$ cat src/rtl/int_to_fp.sv
// int_to_fp: multi-cycle int32/uint32 to IEEE-754 single-precision converter.
// FSM IDLE -> ABS -> NORM -> ROUND -> DONE with valid/ready handshakes on both sides.
// SIGNED=1 treats in_data as two's complement, SIGNED=0 as unsigned.
// Define INT_TO_FP_FASTNORM_EN for a single-cycle priority-encoder NORM stage;
// otherwise NORM shifts one bit per cycle. Results are bit-identical in both builds.
module int_to_fp #(
  parameter bit SIGNED = 1'b1
) (
  input  logic        clk,
  input  logic        rst_n,
  input  logic        in_valid,
  output logic        in_ready,
  input  logic [31:0] in_data,
  output logic        out_valid,
  input  logic        out_ready,
  output logic [31:0] out_data,
  output logic        busy
);

  typedef enum logic [2:0] {StIdle, StAbs, StNorm, StRound, StDone} state_e;

  // Biased exponent of a magnitude whose top set bit is bit 31.
  localparam logic [7:0] ExpTop = 8'd158;

  state_e      state_q;
  logic [31:0] operand_q;
  logic        sign_q;
  logic [31:0] mag_q;
  logic [7:0]  exp_q;
  logic        zero_q;
  logic [31:0] out_data_q;

  // Sign and magnitude of the captured operand; 0x80000000 maps onto itself.
  logic        neg;
  logic [31:0] abs_mag;
  assign neg     = SIGNED && operand_q[31];
  assign abs_mag = neg ? (~operand_q + 32'd1) : operand_q;

  // Round to nearest even on the normalised magnitude; bit 31 is the hidden one.
  logic        round_up;
  logic [23:0] mant_inc;
  logic [7:0]  exp_rnd;
  assign round_up = mag_q[7] && ((|mag_q[6:0]) || mag_q[8]);
  assign mant_inc = {1'b0, mag_q[30:8]} + {23'd0, round_up};
  assign exp_rnd  = exp_q + {7'd0, mant_inc[23]};

  logic unused_hidden_bit;
  assign unused_hidden_bit = mag_q[31];

`ifdef INT_TO_FP_FASTNORM_EN
  // Leading-zero count of the magnitude; the highest set bit wins.
  logic [4:0] lz;
  always_comb begin
    lz = '0;
    for (int i = 0; i < 32; i++) begin
      if (mag_q[i]) lz = 5'(31 - i);
    end
  end
`endif

  // Control FSM with all datapath registers and the registered result.
  always_ff @(posedge clk or negedge rst_n) begin
    if (!rst_n) begin
      state_q    <= StIdle;
      operand_q  <= '0;
      sign_q     <= 1'b0;
      mag_q      <= '0;
      exp_q      <= '0;
      zero_q     <= 1'b0;
      out_data_q <= '0;
    end else begin
      unique case (state_q)
        StIdle: begin
          if (in_valid) begin
            operand_q <= in_data;
            state_q   <= StAbs;
          end
        end
        StAbs: begin
          sign_q <= neg;
          mag_q  <= abs_mag;
          exp_q  <= ExpTop;
          if (abs_mag == 32'd0) begin
            // Zero spends a second cycle here so its latency matches the lz == 0 path.
            if (zero_q) begin
              zero_q     <= 1'b0;
              out_data_q <= '0;
              state_q    <= StDone;
            end else begin
              zero_q <= 1'b1;
            end
          end else if (abs_mag[31]) begin
            state_q <= StRound;
          end else begin
            state_q <= StNorm;
          end
        end
        StNorm: begin
`ifdef INT_TO_FP_FASTNORM_EN
          mag_q   <= mag_q << lz;
          exp_q   <= exp_q - {3'd0, lz};
          state_q <= StRound;
`else
          mag_q <= mag_q << 1;
          exp_q <= exp_q - 8'd1;
          if (mag_q[30]) state_q <= StRound;
`endif
        end
        StRound: begin
          // A mantissa carry-out leaves mant_inc[22:0] at zero and bumps the exponent.
          out_data_q <= {sign_q, exp_rnd, mant_inc[22:0]};
          state_q    <= StDone;
        end
        StDone: begin
          if (out_ready) state_q <= StIdle;
        end
        default: state_q <= StIdle;
      endcase
    end
  end

  assign in_ready  = (state_q == StIdle);
  assign out_valid = (state_q == StDone);
  assign busy      = (state_q != StIdle);
  assign out_data  = out_data_q;

endmodule

$ cat config.mk
export PLATFORM = sky130hd
export DESIGN_NAME = int_to_fp
export DESIGN_NICKNAME = d
export VERILOG_FILES = /design/src/rtl/int_to_fp.sv
export SDC_FILE = /design/constraint.sdc
export NUM_CORES = 1
export LEC_CHECK = 0
export BUFFER_PORTS_ARGS = -buffer_cell sky130_fd_sc_hd__buf_2
export CELL_PAD_IN_SITES_DETAIL_PLACEMENT = 0
export CELL_PAD_IN_SITES_GLOBAL_PLACEMENT = 1
export CORE_ASPECT_RATIO = 1.1
export CORE_UTILIZATION = 50
export CTS_CLUSTER_SIZE = 40
export DETAILED_ROUTE_END_ITERATION = 8
export PLACE_DENSITY = 0.95
export RECOVER_POWER = 25
export SYNTH_ARGS = -nofsm -noshare
export SYNTH_HDL_FRONTEND = slang
export SYNTH_SLANG_ARGS = --single-unit
$ cat constraint.sdc
create_clock -name clk -period 6.2 [get_ports clk]
set_clock_uncertainty 0.1 [all_clocks]
set_input_delay 0.62 -clock clk [delete_from_list [all_inputs] [get_ports clk]]
set_output_delay 0.62 -clock clk [all_outputs]
set_load 0.03 [all_outputs]
# Yosys cells after proc, flatten, opt, wreduce, memory -nomap -nowiden
# Index checks and enable logic that the tools add are counted.
# classes
n_bitwise	1
shifts	0
n_div	0
multipliers	0
n_reduce_logical	12
add_sub_neg	4
eq_ne	10
order_cmp	0
mux	14
# ops
op	count
2-to-1 mux 32 bit	3
one-hot mux 32 bit (2 select lines)	1
one-hot mux 31 bit (2 select lines)	1
adder 32 x 1 -> 32 bit, second input constant	1
zero test 32 bit	1
NOT 32 bit	1
adder 23 x 1 -> 24 bit	1
one-hot mux 8 bit (2 select lines)	1
2-to-1 mux 3 bit	5
one-hot mux 3 bit (5 select lines)	1
adder 8 x 1 -> 8 bit	1
!= test 2 bit, second input constant	4
subtractor 8 x 1 -> 8 bit, second input constant	1
OR reduction 7 bit	1
equality test 3 x 2 -> 1 bit, second input constant	2
AND reduction 2 bit	2
AND reduction 4 bit	1
nonzero test 2 bit	2
equality test 3 x 1 -> 1 bit, second input constant	1
equality test 3 bit, second input constant	1
zero test 3 bit	1
!= test 3 bit, second input constant	1
AND reduction 3 bit	1
nonzero test 3 bit	1
4 further kinds	5
# word_totals
ramBits	0
memories	0
word_cells	48
latchBits	0
romBits	0
reg_bits	108

# Logic depth before layout (Yosys ltp)
# logic_depth
word_depth	6
mapped_depth	13

# Worst setup path before layout
# OpenSTA, ideal clock, no wires.
# synth_path
path_type	register to register
from	register operand_q[1]
to	register out_data_q[10] (netlist: out_data[10])
arrival_time_ps	3159
period_less_slack_ps	3385
stages_incl_launch_ff	13
required_time_ps	5975
path_slack_ps	2815
cell_sequence	dfrtp_1 inv_1 ha_1 or4b_1 buf_2 or3_4 or4_1 nor3_1 o31ai_1 nor4_2 and2_4 buf_12 o21ai_2
# synth_between
elab_chain_len	6
# synth_rtl
item	line	text
start, declared	26	logic [31:0] operand_q;
start signal, assigned	75	operand_q <= in_data;
NOT 32 bit	37	assign abs_mag = neg ? (~operand_q + 32'd1) : operand_q;
adder 32 x 1 -> 32 bit	37	
2-to-1 mux 32 bit (*)	37	
zero test 32 bit (*)	83	if (abs_mag == 32'd0) begin
!= test 2 bit (no source line) (*)	n/a	
AND reduction 3 bit (no source line) (*)	n/a	
end signal, assigned	111	out_data_q <= {sign_q, exp_rnd, mant_inc[22:0]};
end, declared	31	logic [31:0] out_data_q;
# Every way passes the cells marked *; elsewhere a longest branch is shown, timed or not.
# A chain may end at the register's enable or synchronous reset.

# Worst setup path in the final report
# layout_path
from	register operand_q[0]
to	register out_data_q[31] (netlist: out_data[31])
# Same word-level chain as after synthesis.

==> summary.md <==
### Setup path
• inv_1 > ha_1 > or4b_1 > nor4_1 > nand4_1 > a211o_1 > a211o_1 > nor4_2 > and2_4 > o21ai_0 — chain of cells forming the critical path
• 10 — Register-to-Register Path Depth
• 6.31 ns — data required time at the worst endpoint
• register — category of the worst setup path capture point
• 10 — instance count on the critical path
• simple AND/OR/NAND/NOR gates — largest delay contributor family on the critical path
• 1 — Worst Path Buf+Inv
• 0.63 ns — largest stage delay on the critical path
• operand_q[0] — source of the worst register-to-register timing path
• or4b_1 — slowest stage cell on the critical path
• out_data[31] — Critical R2R Capture
• a211o_1 — most repeated library cell on the critical path
• register — kind of start point of the critical path
• 33 — crit path max fanout
• reg2reg — Critical Setup Path Class
• 2.12 ns — Register-to-Register Setup Slack
• 4.19 ns — arrival time worst endpoint

### Timing
• 0 ns — Fin Setup TNS
• -26.4% — max_slew headroom
• 4.08 ns — clock period minus worst slack
• 65.7% — fraction of the cycle the final worst path needs
• 0.245 GHz — Fmax
• 38 — Final Max Tran Viols
• false — unrepaired setup endpoints after global routing
• 0 — final hold violations
• 0 — Setup-failing EPs final
• 2.12 ns — Final Worst Setup Slack
• 1.90 ns — transition time at the pin with the least slew margin

### Floorplanning
• 43 — cell row count
• 51.6% — initial standard-cell utilization of the core
• 12,700 um^2 — floorplan core area
• 71 — I/O pin cnt
• 13,600 um^2 — Total Die Area
• 122 um — Die Span Y
• 111 um — Chip Width

### Clock tree
• 9 — number of CTS-inserted buffers
• 0.07 ns — clock input transition at the sequential cells of the worst setup and hold paths
• 2 — clock tree buffer depth
• 108 — number of sinks handled by clock tree synthesis
• yes — clock tree from TritonCTS
• 0 — number of buffers inserted to repair setup after CTS
• 0 — post-cts sizing count
• clkbuf_16 — CTS Root Cell
• 0.36 ns — Skew-Pair Late Insertion Delay
• 3 — H-tree lvl count
• 0 — hold buffers post-CTS

### Hold path
• in2reg — type of the tightest min-delay check
• in_data[19] — Hold Startpoint
• operand_q[19] — end point of the worst hold path
• 3 — count of cells along the worst hold path

### Global route
• 73 — maximum number of pins on one net before global-route repair
• 5,047 — number of global-route vias before repair
• 25.4 mm — first-pass GRT wire length
• 0 — number of antenna violations at the first check in global routing
• 0 — grt ovf
• 23.6% — total global-route track usage

### Detailed routing
• 5,334 — DR vias
• 336 — 1st-iter DRT viols
• 0 — remaining number of nets flagged by the antenna check after routing
• 18 — # DRC
• 7 — Initial DRT Pass Iterations
• 15.5 mm — post-detailed-routing wire length
• 17.8 um — wire length per cell
• 6.15 — detail-routed via count per cell

### Cells and area
• 1,150 — fill cell instance count of the final layout
• 748 — Layout Nets
• 868 — Final Non-Filler Cells
• 2700 um^2 — flip-flop and latch area
• 7110 um^2 — post-route cell area
• 19.3% — layout cell share with drive strength beyond 1
• 0 — ANT cells
• 8.52% — area growth from synthesis to layout
• 3510 um^2 — multi-input gate area in the final layout

### Synth
• 64 — number of distinct library cells after synthesis
• dfrtp_1 — most instantiated library cell after synthesis
• 108 — flip-flop and latch count after synthesis
• 680 — Cells after Synth
• dfrtp_1 (41%), a22oi_1 (6.6%), mux2_2 (5.2%) — top cells by area in the synthesized netlist
• 721 — nets in the synthesized netlist
• dfrtp_1 (108), a22oi_1 (58), o21ai_0 (47) — top cells by instance count after synthesis
• 6550 um^2 — Post-Synthesis Cell Area
• 100% — share of synthesized registers carrying an async set or reset
• 0 — number of warnings reported in the yosys synthesis log
• 41.3% — part of the Yosys area used for sequential elements
• 9.63 um^2 — synthesized area per cell
• dfrtp_1 — Post-synth top flop
• 41.3% — share of Yosys cell area claimed by the top area cell type
• 0 — Post-synth EDFFs
• dfrtp_1 — biggest area consumer among synthesized cells

### Pwr
• 0.331 mV — Max IR drop VDD
• 2.82 nW — Lkg Pwr
• 555 nW/um^2 — power density cells

### Place
• 6850 um^2 — instance area after placement
• 11.0 mm — Detail Placement HPWL
• 0.924 — final weighted congestion in routability-driven placement
• 70 — number of buffers inserted by port buffering
• 853 — number of placed instances, taps included
• 2.11 ns — Setup WS pre-CTS

### Run status
• DRC, capacitance limit, slew limit — violations in the final reports
• finished, violations left — outcome

### Run
• 1 — number of violations of the max-capacitance limit

==> worst max path at each step <==
stage	start	endpoint	slack, ns
after detailed placement	operand_q[0]	out_data[31]	2.11
after floorplan	operand_q[1]	out_data[10]	2.82
final	operand_q[0]	out_data[31]	2.12
after global placement	operand_q[1]	out_data[31]	2.23
after CTS	operand_q[0]	out_data[31]	2.10
after global routing	operand_q[0]	out_data[31]	1.82
==> placed cells by master (no fill, tap or decap), types with 8 or more instances in the layout <==
master     count
a21oi_1       12
a22oi_1       58
and3_1         8
buf_2         43
clkbuf_1      28
clkbuf_16      9
dfrtp_1      108
inv_1         12
mux2_2        30
nand2_1       41
nand2b_1      34
nand3_1       20
nand4_1        8
nor2_1        19
nor3_1        20
nor4_1         8
o21ai_0       47
o21ai_2       31
o41ai_1        9
or4_1         12
xnor2_1       27
xor2_1        32
==> sequential cells by signal, summed over array words and instances, names as in the netlist <==
signal / count
exp_q: 8
operand_q: 32
out_data: 32
state_q: 3
zero_q: 1
sign_q: 1
mag_q: 31
==> area by class of cell <==
type,instances,area share (%)
repair buffers,76,5.09
multi-input cells,500,49.4
well taps,157,2.76
clock inverters,4,0.704
inverters,12,0.634
clock buffers,11,3.41
flip-flops and latches,108,38.0
==> power by group <==
group          internal, mW  switching, mW
sequential             1.02          0.497
clock                 0.322          0.259
combinational         0.770           1.08
==> metal layers <==
layer | vias to the layer above | part of all wire (%) | GRT usage, %
met5 | - | 0 | 0
met4 | 0 | 2.4 | 9.46
met3 | 20 | 4.1 | 4.18
met2 | 140 | 47 | 38.2
met1 | 2621 | 46 | 31.7
li1 | 2553 | - | -
==> cell families after synthesis <==
family / after synthesis / synth area share (%)
flops: 108 / 41.3
fa+ha+maj: 5 / 0.955
buf+inv: 72 / 5.33
xor+xnor: 59 / 7.89
compound gates: 188 / 20.3
simple gates: 212 / 18.2
mux: 36 / 6.07
==> per-stage QoR <==
step | hold WS (ns) | util (%) | power, mW
after floorplan | 0.224 | - | 2.90
after global placement | 0.387 | 54.0 | 3.28
after detailed placement | 0.397 | 54.0 | 3.38
after CTS | 0.113 | 56.3 | 3.97
after global routing | 0.379 | 56.0 | 4.23
final | 0.368 | 56.0 | 3.94
==> worst register-to-register path, stage by stage (launching register included) <==
cell     delay (ns)
dfrtp_1        0.39
inv_1          0.12
ha_1           0.23
or4b_1         0.63
nor4_1         0.54
nand4_1        0.23
a211o_1        0.30
a211o_1        0.30
nor4_2         0.29
and2_4         0.58
o21ai_0        0.22
Note: power is estimated with default switching activity, not from simulation.
